File: config.mk
export PLATFORM = sky130hd
export DESIGN_NAME = victim_cache_flat
export DESIGN_NICKNAME = d
export VERILOG_FILES = /design/src/rtl/victim_cache_pkg.sv /design/src/rtl/victim_cache_if.sv /design/src/rtl/victim_cache_line_array.sv /design/src/rtl/victim_cache.sv /design/src/flat_wrapper.sv
export SDC_FILE = /design/constraint.sdc
export NUM_CORES = 2
export LEC_CHECK = 0
export CORE_MARGIN = 3
export CORE_UTILIZATION = 50
export DETAILED_ROUTE_END_ITERATION = 12
export HOLD_SLACK_MARGIN = 0.03
export PLACE_DENSITY = 0.72
export SLEW_MARGIN = 20
export SYNTH_ARGS = -nofsm -noshare
export SYNTH_HDL_FRONTEND = slang
export SYNTH_SLANG_ARGS = --single-unit
File: constraint.sdc
create_clock -name clk -period 16.45 [get_ports clk]
set_input_delay 1.645 -clock clk [delete_from_list [all_inputs] [get_ports clk]]
set_output_delay 1.645 -clock clk [all_outputs]
set_load 0.005 [all_outputs]
File: src/rtl/victim_cache_pkg.sv
// Shared types and default geometry for the victim cache.
//   VC_WIDTH / VC_DEPTH / VC_TAG_W : default line width, entry count, tag width
//   lc3b_vc_tag                    : line-address (tag) type
//   vc_state_t                     : controller FSM states
package victim_cache_pkg;

    localparam int unsigned VC_WIDTH = 128;
    localparam int unsigned VC_DEPTH = 8;
    localparam int unsigned VC_TAG_W = 12;

    typedef logic [VC_TAG_W-1:0] lc3b_vc_tag;

    typedef enum logic [1:0] {
        IDLE   = 2'd0,
        SEARCH = 2'd1,
        WB     = 2'd2,
        RESP   = 2'd3
    } vc_state_t;

endpackage

File: src/rtl/victim_cache_if.sv
// Request/response and writeback bundle of the victim cache.
//   master : L1 side plus memory acknowledge (drives requests and wb_resp)
//   slave  : the victim cache itself
interface victim_cache_if #(
    parameter int unsigned WIDTH = 128,
    parameter int unsigned TAG_W = 12
);

    logic             lookup_req;
    logic [TAG_W-1:0] lookup_tag;
    logic             evict_valid;
    logic [TAG_W-1:0] evict_tag;
    logic [WIDTH-1:0] evict_data;
    logic             evict_dirty;
    logic             busy;
    logic             resp;
    logic             lookup_hit;
    logic [WIDTH-1:0] lookup_data;
    logic             lookup_dirty;
    logic             wb_write;
    logic [TAG_W-1:0] wb_tag;
    logic [WIDTH-1:0] wb_data;
    logic             wb_resp;

    modport master (
        output lookup_req, lookup_tag, evict_valid, evict_tag, evict_data, evict_dirty, wb_resp,
        input  busy, resp, lookup_hit, lookup_data, lookup_dirty, wb_write, wb_tag, wb_data
    );

    modport slave (
        input  lookup_req, lookup_tag, evict_valid, evict_tag, evict_data, evict_dirty, wb_resp,
        output busy, resp, lookup_hit, lookup_data, lookup_dirty, wb_write, wb_tag, wb_data
    );

endinterface

File: src/rtl/victim_cache_line_array.sv
// vc_line_array: DEPTH x WIDTH line storage, one synchronous write port and
// one combinational indexed read port.
//   clk         : clock
//   we/waddr    : write enable and slot index
//   wdata       : line written at the clock edge
//   raddr/rdata : read slot index and its current contents
module vc_line_array #(
    parameter int unsigned WIDTH = 128,
    parameter int unsigned DEPTH = 8
) (
    input  logic                     clk,
    input  logic                     we,
    input  logic [$clog2(DEPTH)-1:0] waddr,
    input  logic [WIDTH-1:0]         wdata,
    input  logic [$clog2(DEPTH)-1:0] raddr,
    output logic [WIDTH-1:0]         rdata
);

    logic [WIDTH-1:0] mem_q [DEPTH];

    // Line contents need no reset: a slot is only read while its valid bit is set.
    always_ff @(posedge clk) begin
        if (we) begin
            mem_q[waddr] <= wdata;
        end
    end

    assign rdata = mem_q[raddr];

endmodule

File: src/rtl/victim_cache.sv
// victim_cache: fully associative victim cache between L1 and memory.
// Holds L1 evictions, returns-and-removes a line on an L1-miss hit, absorbs
// the accompanying eviction, keeps true-LRU ages and writes back dirty lines
// before they are overwritten.
//   clk, rst : clock, synchronous active-high reset
//   vc       : victim_cache_if slave (requests, result, writeback handshake)
module victim_cache
    import victim_cache_pkg::*;
#(
    parameter int unsigned WIDTH = VC_WIDTH,
    parameter int unsigned DEPTH = VC_DEPTH,
    parameter int unsigned TAG_W = VC_TAG_W
) (
    input  logic          clk,
    input  logic          rst,
    victim_cache_if.slave vc
);

    localparam int unsigned      IDX_W   = $clog2(DEPTH);
    localparam logic [IDX_W-1:0] AGE_MAX = IDX_W'(DEPTH - 1);

    vc_state_t state_q, state_d;

    // Captured request
    logic             lk_req_q, lk_req_d;
    logic [TAG_W-1:0] lk_tag_q, lk_tag_d;
    logic             ev_valid_q, ev_valid_d;
    logic [TAG_W-1:0] ev_tag_q, ev_tag_d;
    logic [WIDTH-1:0] ev_data_q, ev_data_d;
    logic             ev_dirty_q, ev_dirty_d;

    // Per-entry state
    logic [TAG_W-1:0] tag_q [DEPTH];
    logic [TAG_W-1:0] tag_d [DEPTH];
    logic [IDX_W-1:0] age_q [DEPTH];
    logic [IDX_W-1:0] age_d [DEPTH];
    logic [DEPTH-1:0] valid_q, valid_d;
    logic [DEPTH-1:0] dirty_q, dirty_d;

    // Registered outputs and pending install slot
    logic             busy_q, busy_d;
    logic             resp_q, resp_d;
    logic             hit_q, hit_d;
    logic [WIDTH-1:0] hit_data_q, hit_data_d;
    logic             hit_dirty_q, hit_dirty_d;
    logic             wb_write_q, wb_write_d;
    logic [TAG_W-1:0] wb_tag_q, wb_tag_d;
    logic [WIDTH-1:0] wb_data_q, wb_data_d;
    logic [IDX_W-1:0] slot_q, slot_d;

    // Search results
    logic             lk_hit, ev_hit, inv_any, need_wb;
    logic [IDX_W-1:0] lk_idx, ev_idx, inv_idx, lru_idx, tgt_idx, rd_idx;
    logic [WIDTH-1:0] rd_data;

    // Array update controls
    logic             inst_en, inval_en, inst_dirty, line_we;
    logic [IDX_W-1:0] upd_slot, old_age;

    vc_line_array #(
        .WIDTH (WIDTH),
        .DEPTH (DEPTH)
    ) u_lines (
        .clk   (clk),
        .we    (line_we),
        .waddr (upd_slot),
        .wdata (ev_data_q),
        .raddr (rd_idx),
        .rdata (rd_data)
    );

    // CAM compare and victim selection; descending scan leaves the lowest index.
    always_comb begin : cam
        lk_hit  = 1'b0;
        lk_idx  = '0;
        ev_hit  = 1'b0;
        ev_idx  = '0;
        inv_any = 1'b0;
        inv_idx = '0;
        lru_idx = '0;
        for (int i = int'(DEPTH) - 1; i >= 0; i--) begin
            if (valid_q[i] && (tag_q[i] == lk_tag_q)) begin
                lk_hit = lk_req_q;
                lk_idx = IDX_W'(i);
            end
            if (valid_q[i] && (tag_q[i] == ev_tag_q)) begin
                ev_hit = 1'b1;
                ev_idx = IDX_W'(i);
            end
            if (!valid_q[i]) begin
                inv_any = 1'b1;
                inv_idx = IDX_W'(i);
            end
            if (age_q[i] == AGE_MAX) begin
                lru_idx = IDX_W'(i);
            end
        end
        tgt_idx = ev_hit ? ev_idx : (inv_any ? inv_idx : lru_idx);
        rd_idx  = lk_hit ? lk_idx : tgt_idx;
        // No invalid slot means the LRU slot is valid; only a dirty one needs writeback.
        need_wb = ev_valid_q && !lk_hit && !ev_hit && !inv_any && dirty_q[lru_idx];
    end

    // Controller: request capture, search decision, writeback handshake, response.
    always_comb begin : fsm_next
        state_d     = state_q;
        lk_req_d    = lk_req_q;
        lk_tag_d    = lk_tag_q;
        ev_valid_d  = ev_valid_q;
        ev_tag_d    = ev_tag_q;
        ev_data_d   = ev_data_q;
        ev_dirty_d  = ev_dirty_q;
        busy_d      = busy_q;
        resp_d      = 1'b0;
        hit_d       = hit_q;
        hit_data_d  = hit_data_q;
        hit_dirty_d = hit_dirty_q;
        wb_write_d  = wb_write_q;
        wb_tag_d    = wb_tag_q;
        wb_data_d   = wb_data_q;
        slot_d      = slot_q;
        inst_en     = 1'b0;
        inval_en    = 1'b0;
        inst_dirty  = ev_dirty_q;
        upd_slot    = tgt_idx;

        unique case (state_q)
            IDLE: begin
                if (vc.lookup_req || vc.evict_valid) begin
                    lk_req_d   = vc.lookup_req;
                    lk_tag_d   = vc.lookup_tag;
                    ev_valid_d = vc.evict_valid;
                    ev_tag_d   = vc.evict_tag;
                    ev_data_d  = vc.evict_data;
                    ev_dirty_d = vc.evict_dirty;
                    busy_d     = 1'b1;
                    state_d    = SEARCH;
                end
            end
            SEARCH: begin
                hit_d       = lk_hit;
                hit_data_d  = lk_hit ? rd_data : '0;
                hit_dirty_d = lk_hit && dirty_q[lk_idx];
                if (lk_hit) begin
                    // Hit line leaves the cache; the eviction (if any) takes its slot.
                    upd_slot = lk_idx;
                    inst_en  = ev_valid_q;
                    inval_en = !ev_valid_q;
                    resp_d   = 1'b1;
                    state_d  = RESP;
                end else if (need_wb) begin
                    wb_write_d = 1'b1;
                    wb_tag_d   = tag_q[tgt_idx];
                    wb_data_d  = rd_data;
                    slot_d     = tgt_idx;
                    state_d    = WB;
                end else begin
                    // Same-tag refresh keeps any dirtiness already recorded.
                    inst_en    = ev_valid_q;
                    inst_dirty = ev_dirty_q || (ev_hit && dirty_q[tgt_idx]);
                    resp_d     = 1'b1;
                    state_d    = RESP;
                end
            end
            WB: begin
                upd_slot = slot_q;
                if (vc.wb_resp) begin
                    wb_write_d = 1'b0;
                    inst_en    = 1'b1;
                    resp_d     = 1'b1;
                    state_d    = RESP;
                end
            end
            RESP: begin
                busy_d  = 1'b0;
                state_d = IDLE;
            end
            default: state_d = IDLE;
        endcase
    end

    // Tag/valid/dirty next state.
    always_comb begin : entry_next
        tag_d   = tag_q;
        valid_d = valid_q;
        dirty_d = dirty_q;
        if (inst_en) begin
            tag_d[upd_slot]   = ev_tag_q;
            valid_d[upd_slot] = 1'b1;
            dirty_d[upd_slot] = inst_dirty;
        end
        if (inval_en) begin
            valid_d[upd_slot] = 1'b0;
            dirty_d[upd_slot] = 1'b0;
        end
    end

    // True-LRU ages: install moves to age 0, invalidate moves to the oldest age,
    // shifting the others so the ages stay a permutation.
    always_comb begin : age_next
        age_d   = age_q;
        old_age = age_q[upd_slot];
        for (int i = 0; i < int'(DEPTH); i++) begin
            if (inst_en) begin
                if (IDX_W'(i) == upd_slot) begin
                    age_d[i] = '0;
                end else if (age_q[i] < old_age) begin
                    age_d[i] = age_q[i] + IDX_W'(1);
                end
            end else if (inval_en) begin
                if (IDX_W'(i) == upd_slot) begin
                    age_d[i] = AGE_MAX;
                end else if (age_q[i] > old_age) begin
                    age_d[i] = age_q[i] - IDX_W'(1);
                end
            end
        end
    end

    // A reset during WB must not let the pending install reach the line array.
    assign line_we = inst_en && !rst;

    always_ff @(posedge clk) begin
        if (rst) begin
            state_q     <= IDLE;
            lk_req_q    <= 1'b0;
            lk_tag_q    <= '0;
            ev_valid_q  <= 1'b0;
            ev_tag_q    <= '0;
            ev_data_q   <= '0;
            ev_dirty_q  <= 1'b0;
            valid_q     <= '0;
            dirty_q     <= '0;
            busy_q      <= 1'b0;
            resp_q      <= 1'b0;
            hit_q       <= 1'b0;
            hit_data_q  <= '0;
            hit_dirty_q <= 1'b0;
            wb_write_q  <= 1'b0;
            wb_tag_q    <= '0;
            wb_data_q   <= '0;
            slot_q      <= '0;
            for (int i = 0; i < int'(DEPTH); i++) begin
                tag_q[i] <= '0;
                age_q[i] <= IDX_W'(i);
            end
        end else begin
            state_q     <= state_d;
            lk_req_q    <= lk_req_d;
            lk_tag_q    <= lk_tag_d;
            ev_valid_q  <= ev_valid_d;
            ev_tag_q    <= ev_tag_d;
            ev_data_q   <= ev_data_d;
            ev_dirty_q  <= ev_dirty_d;
            valid_q     <= valid_d;
            dirty_q     <= dirty_d;
            busy_q      <= busy_d;
            resp_q      <= resp_d;
            hit_q       <= hit_d;
            hit_data_q  <= hit_data_d;
            hit_dirty_q <= hit_dirty_d;
            wb_write_q  <= wb_write_d;
            wb_tag_q    <= wb_tag_d;
            wb_data_q   <= wb_data_d;
            slot_q      <= slot_d;
            tag_q       <= tag_d;
            age_q       <= age_d;
        end
    end

    assign vc.busy         = busy_q;
    assign vc.resp         = resp_q;
    assign vc.lookup_hit   = hit_q;
    assign vc.lookup_data  = hit_data_q;
    assign vc.lookup_dirty = hit_dirty_q;
    assign vc.wb_write     = wb_write_q;
    assign vc.wb_tag       = wb_tag_q;
    assign vc.wb_data      = wb_data_q;

endmodule

File: src/flat_wrapper.sv
// flat-port wrapper written by rule: the top's interface ports become plain ports
module victim_cache_flat import victim_cache_pkg::*;
#(
    parameter int unsigned WIDTH = VC_WIDTH,
    parameter int unsigned DEPTH = VC_DEPTH,
    parameter int unsigned TAG_W = VC_TAG_W
)
  (clk, rst, vc_lookup_req, vc_lookup_tag, vc_evict_valid, vc_evict_tag, vc_evict_data, vc_evict_dirty, vc_wb_resp, vc_busy, vc_resp, vc_lookup_hit, vc_lookup_data, vc_lookup_dirty, vc_wb_write, vc_wb_tag, vc_wb_data);
  victim_cache_if #(.WIDTH(WIDTH), .TAG_W(TAG_W)) vc_i ();
  input  logic clk;
  input  logic rst;
  input wire logic [$bits(vc_i.lookup_req)-1:0] vc_lookup_req;
  input wire logic [$bits(vc_i.lookup_tag)-1:0] vc_lookup_tag;
  input wire logic [$bits(vc_i.evict_valid)-1:0] vc_evict_valid;
  input wire logic [$bits(vc_i.evict_tag)-1:0] vc_evict_tag;
  input wire logic [$bits(vc_i.evict_data)-1:0] vc_evict_data;
  input wire logic [$bits(vc_i.evict_dirty)-1:0] vc_evict_dirty;
  input wire logic [$bits(vc_i.wb_resp)-1:0] vc_wb_resp;
  output wire logic [$bits(vc_i.busy)-1:0] vc_busy;
  output wire logic [$bits(vc_i.resp)-1:0] vc_resp;
  output wire logic [$bits(vc_i.lookup_hit)-1:0] vc_lookup_hit;
  output wire logic [$bits(vc_i.lookup_data)-1:0] vc_lookup_data;
  output wire logic [$bits(vc_i.lookup_dirty)-1:0] vc_lookup_dirty;
  output wire logic [$bits(vc_i.wb_write)-1:0] vc_wb_write;
  output wire logic [$bits(vc_i.wb_tag)-1:0] vc_wb_tag;
  output wire logic [$bits(vc_i.wb_data)-1:0] vc_wb_data;
  assign vc_i.lookup_req = vc_lookup_req;
  assign vc_i.lookup_tag = vc_lookup_tag;
  assign vc_i.evict_valid = vc_evict_valid;
  assign vc_i.evict_tag = vc_evict_tag;
  assign vc_i.evict_data = vc_evict_data;
  assign vc_i.evict_dirty = vc_evict_dirty;
  assign vc_i.wb_resp = vc_wb_resp;
  assign vc_busy = vc_i.busy;
  assign vc_resp = vc_i.resp;
  assign vc_lookup_hit = vc_i.lookup_hit;
  assign vc_lookup_data = vc_i.lookup_data;
  assign vc_lookup_dirty = vc_i.lookup_dirty;
  assign vc_wb_write = vc_i.wb_write;
  assign vc_wb_tag = vc_i.wb_tag;
  assign vc_wb_data = vc_i.wb_data;
  victim_cache #(.WIDTH(WIDTH), .DEPTH(DEPTH), .TAG_W(TAG_W)) u_core (.clk(clk), .rst(rst), .vc(vc_i));
endmodule
==> impl_metrics.csv <==
group,metric,value,unit
die,start_util,50.5,%
routing,drc,0,
die,fp.dieH,371,µm
timing,hold_violations,0,
worst_hold_path,whs_path_depth,2,
global_routing,antenna_found_initial,15,
clock_network,hold_buffers,0,
clock_network,clk_pin_slew,0.06,ns
timing,maxSlewHeadroom,19.1,%
synth,synthTopCellsByCount,"1,024 x edfxtp_1, 784 x nand2_1, 569 x dfxtp_1, 389 x mux2i_1, 381 x a21oi_1",
die,io_pins,431,
worst_setup_path,endpoint_kind,"flip-flop",
global_routing,grt_pass1_vias,43100,
finish,final_nets,5956,
synth,ys_seq_area_share,63.3,%
synth,synth_cells,5487,
finish,drive_gt1_share,12.3,%
synth,muxShareOfSynthArea,10.8,%
timing,max_clock_freq,139,MHz
finish,syn_to_final_growth,16.5,%
timing,tightest_slew,1.21,ns
clock_network,cts_tree,"built",
synth,synth-edff-count,1024,
routing,drt-vias-per-instance,5.74,
worst_setup_path,cp.required,17.12,ns
routing,drt_wl_total,172,mm
synth,synth_area_per_cell,12.1,µm²
pwr,power_density,125,mW/mm²
worst_setup_path,worstRegToRegCells,15,
routing,num_vias,43900,
placement,place_area,0.0722,mm²
pwr,power_frac_seq,48.9,%
synth,yosys.area.top_type_share,46.2,%
finish,n_fill_cell,10500,
pwr,p_leak,27.1,nW
pwr,comb_power_share,13.9,%
synth,synth-seq-cells,1593,
timing,fin_skew,0.0414,ns
routing,drt_iter0_drc,3742,
pwr,p_sw,0.00273,W
die,core,0.132,mm²
timing,setup_viol,0,
timing,rsz0062_at_grt,"false",
die,dieArea,0.137,mm²
worst_setup_path,critPathMaxFanout,148,
clock_network,clk_latency,0.79,ns
placement,dp_hpwl,101,mm
global_routing,grt_pass1_wl,262,mm
timing,post-route-min-period,7.21,ns
placement,place_congestion,0.912,
timing,setup_tns,0,ns
synth,synth-xor-area-share,2.66,%
routing,avgRoutedWirePerCell,22.5,µm
global_routing,track_usage,24.6,%
synth,synthAdderAreaFrac,0.903,%
synth,syn-num-nets,5689,
synth,async_flop_share,0,%
outcome,outcome,"complete, no violations",
clock_network,clock-root-buffer,"clkbuf_16",
worst_setup_path,crit_arrival,7.87,ns
placement,numPortBuffers,430,
synth,synth.most_common_cell,"edfxtp_1",
synth,synthesis.area,0.0665,mm²
routing,ant_nets,0,
run,maxCapViolCount,0,
die,rows,133,
timing,fin_crit_sh,43.8,%
die,die_width,371,µm
synth,ys.flop_type,"edfxtp_1",
finish,finalInstanceArea,0.0775,mm²
synth,synth_top_cell_by_area,"edfxtp_1",
clock_network,clock_path_buffers,3,
synth,synth_compound_area_share,10.7,%
synth,yosysWarnings,0,
synth,synth_top_family_by_area,"multiplexers",
global_routing,grt-ovfl-total,0,
clock_network,cts_setup_buffers,0,
clock_network,cts_sinks,1593,
synth,synthDistinctLibCells,81,
clock_network,cts-resized-gates,0,
clock_network,cts-htree-levels,4,
timing,final_max_slew_viol_count,0,
routing,drt-pass1-iter-count,6,
global_routing,grt_max_degree,184,
worst_hold_path,min_path_type,"flip-flop to flip-flop",
synth,synth-simple-area-share,8.88,%
clock_network,cts_made_buffers,160,
worst_setup_path,critPathKind,"flip-flop to flip-flop",
pwr,p_clk_share,37.2,%
synth,synth_area_leaders,"edfxtp_1 46%, dfxtp_1 17%, mux2i_1 5.9%",
pwr,swShare,28.1,%
pwr,p_int,0.00699,W
pwr,ir_drop,93.7,µV
worst_setup_path,start_kind,"flip-flop",
[critical path: stages, from the launching register on]
cell	delay [ns]
dfxtp_1	0.77
xnor2_1	0.27
nand4_1	0.21
nor4_1	0.09
nor4_1	0.79
a31o_4	0.50
a21o_4	0.64
buf_4	0.73
buf_4	0.71
buf_12	0.66
mux2_2	0.42
nand2_1	0.06
o21ai_0	0.09
mux2i_1	0.40
nor3_1	0.09
o21ba_2	0.23
[layer usage]
metal,up-vias,global-route usage [%],part of all wire (%)
li1,20500,-,-
met1,21800,33.8,44
met2,1308,39.9,47
met3,291,4.47,6.1
met4,10,7.76,2.7
met5,-,0,0.047
[per-stage QoR]
stage	worst slack, ns	utilization [%]	cells	power (W)	hold WS, ns
6_report	9.24	58.8	7656	0.00972	0.477
3_5_place_dp	9.32	54.8	7347	0.00618	0.469
4_1_cts	9.34	58.8	7647	0.00978	0.480
3_3_place_gp	9.37	54.8	7347	0.00615	0.459
2_1_floorplan	0.413	-	5487	0.00566	0.443
5_1_grt	8.96	58.8	7650	0.0101	0.491
[power groups by stage]
stage               registers, W  logic (W)  clock network (W)
floorplan                0.00471   0.000951                  0
global placement         0.00481    0.00133                  0
detailed placement       0.00483    0.00135                  0
CTS                      0.00475    0.00136            0.00368
global route             0.00478    0.00148            0.00384
finish                   0.00475    0.00136            0.00362
[final cells by class]
cell class              count  area, µm²  area share (%)
multi-input cells        3459      22800            29.4
flip-flops and latches   1593      42100            54.4
inverters                  35        136           0.176
clock buffers             220       4500            5.81
diodes                      9       22.5          0.0291
clock inverters            80        797            1.03
repair buffers            505       4960            6.40
well taps                1755       2200            2.83
[state kept, by name, summed over array words and instances, names as in the netlist, 2 cells and up, named ones only]
name                   flops
u_core.dirty_q             7
u_core.vc.wb_data        128
u_core.vc.wb_tag          12
u_core.tag_q              96
u_core.lk_tag_q           12
u_core.slot_q              3
u_core.valid_q             7
u_core.vc.lookup_data    128
u_core.ev_tag_q           12
u_core.age_q              24
u_core.state_q             2
u_core.ev_data_q         128
u_core.u_lines.mem_q    1024
[final timing paths]
path                                      start                                endpoint  slack [ns]
max reg2reg    u_core.lk_tag_q[11]$_SDFFE_PP0P_  u_core.vc.lookup_data[79]$_SDFFE_PP0N_        9.24
min reg2reg  u_core.vc.wb_data[45]$_SDFFE_PP0P_      u_core.vc.wb_data[45]$_SDFFE_PP0P_        0.48
max            u_core.lk_tag_q[11]$_SDFFE_PP0P_  u_core.vc.lookup_data[79]$_SDFFE_PP0N_        9.24
min          u_core.vc.wb_data[45]$_SDFFE_PP0P_      u_core.vc.wb_data[45]$_SDFFE_PP0P_        0.48
[kinds of logic (layout without fill, tap and decap cells)]
| family | after synthesis | count (layout) |
|---|---|---|
| AO/OA/AOI/OAI | 1137 | 1137 |
| XOR/XNOR | 202 | 202 |
| multiplexers | 681 | 681 |
| AND/OR/NAND/NOR | 1390 | 1390 |
| flip-flops | 1593 | 1593 |
| adder cells (fa/ha/maj) | 49 | 49 |
| other | 0 | 9 |
| buffers and inverters | 435 | 840 |
[placed cells by master, fill, tap and decap left out, types with 18 or more instances in the layout]
cell and count:
edfxtp_1 1024, nand2_1 784, dfxtp_1 569, clkdlybuf4s50_1 429, mux2i_1 389, a21oi_1 380, o21ai_0 320, mux2_2 289
nor2_1 283, xnor2_1 189, clkbuf_16 164, o211ai_1 98, nor3_1 88, a211oi_1 88, nor2b_1 80, o21ba_2 73
buf_4 68, a22oi_1 61, ha_1 43, clkbuf_1 37, inv_1 34, nand3_1 32, nand4_1 32, clkinv_2 31
clkinv_1 24, clkbuf_8 19, nor4_1 18
Note: power is estimated with default switching activity, not from simulation.
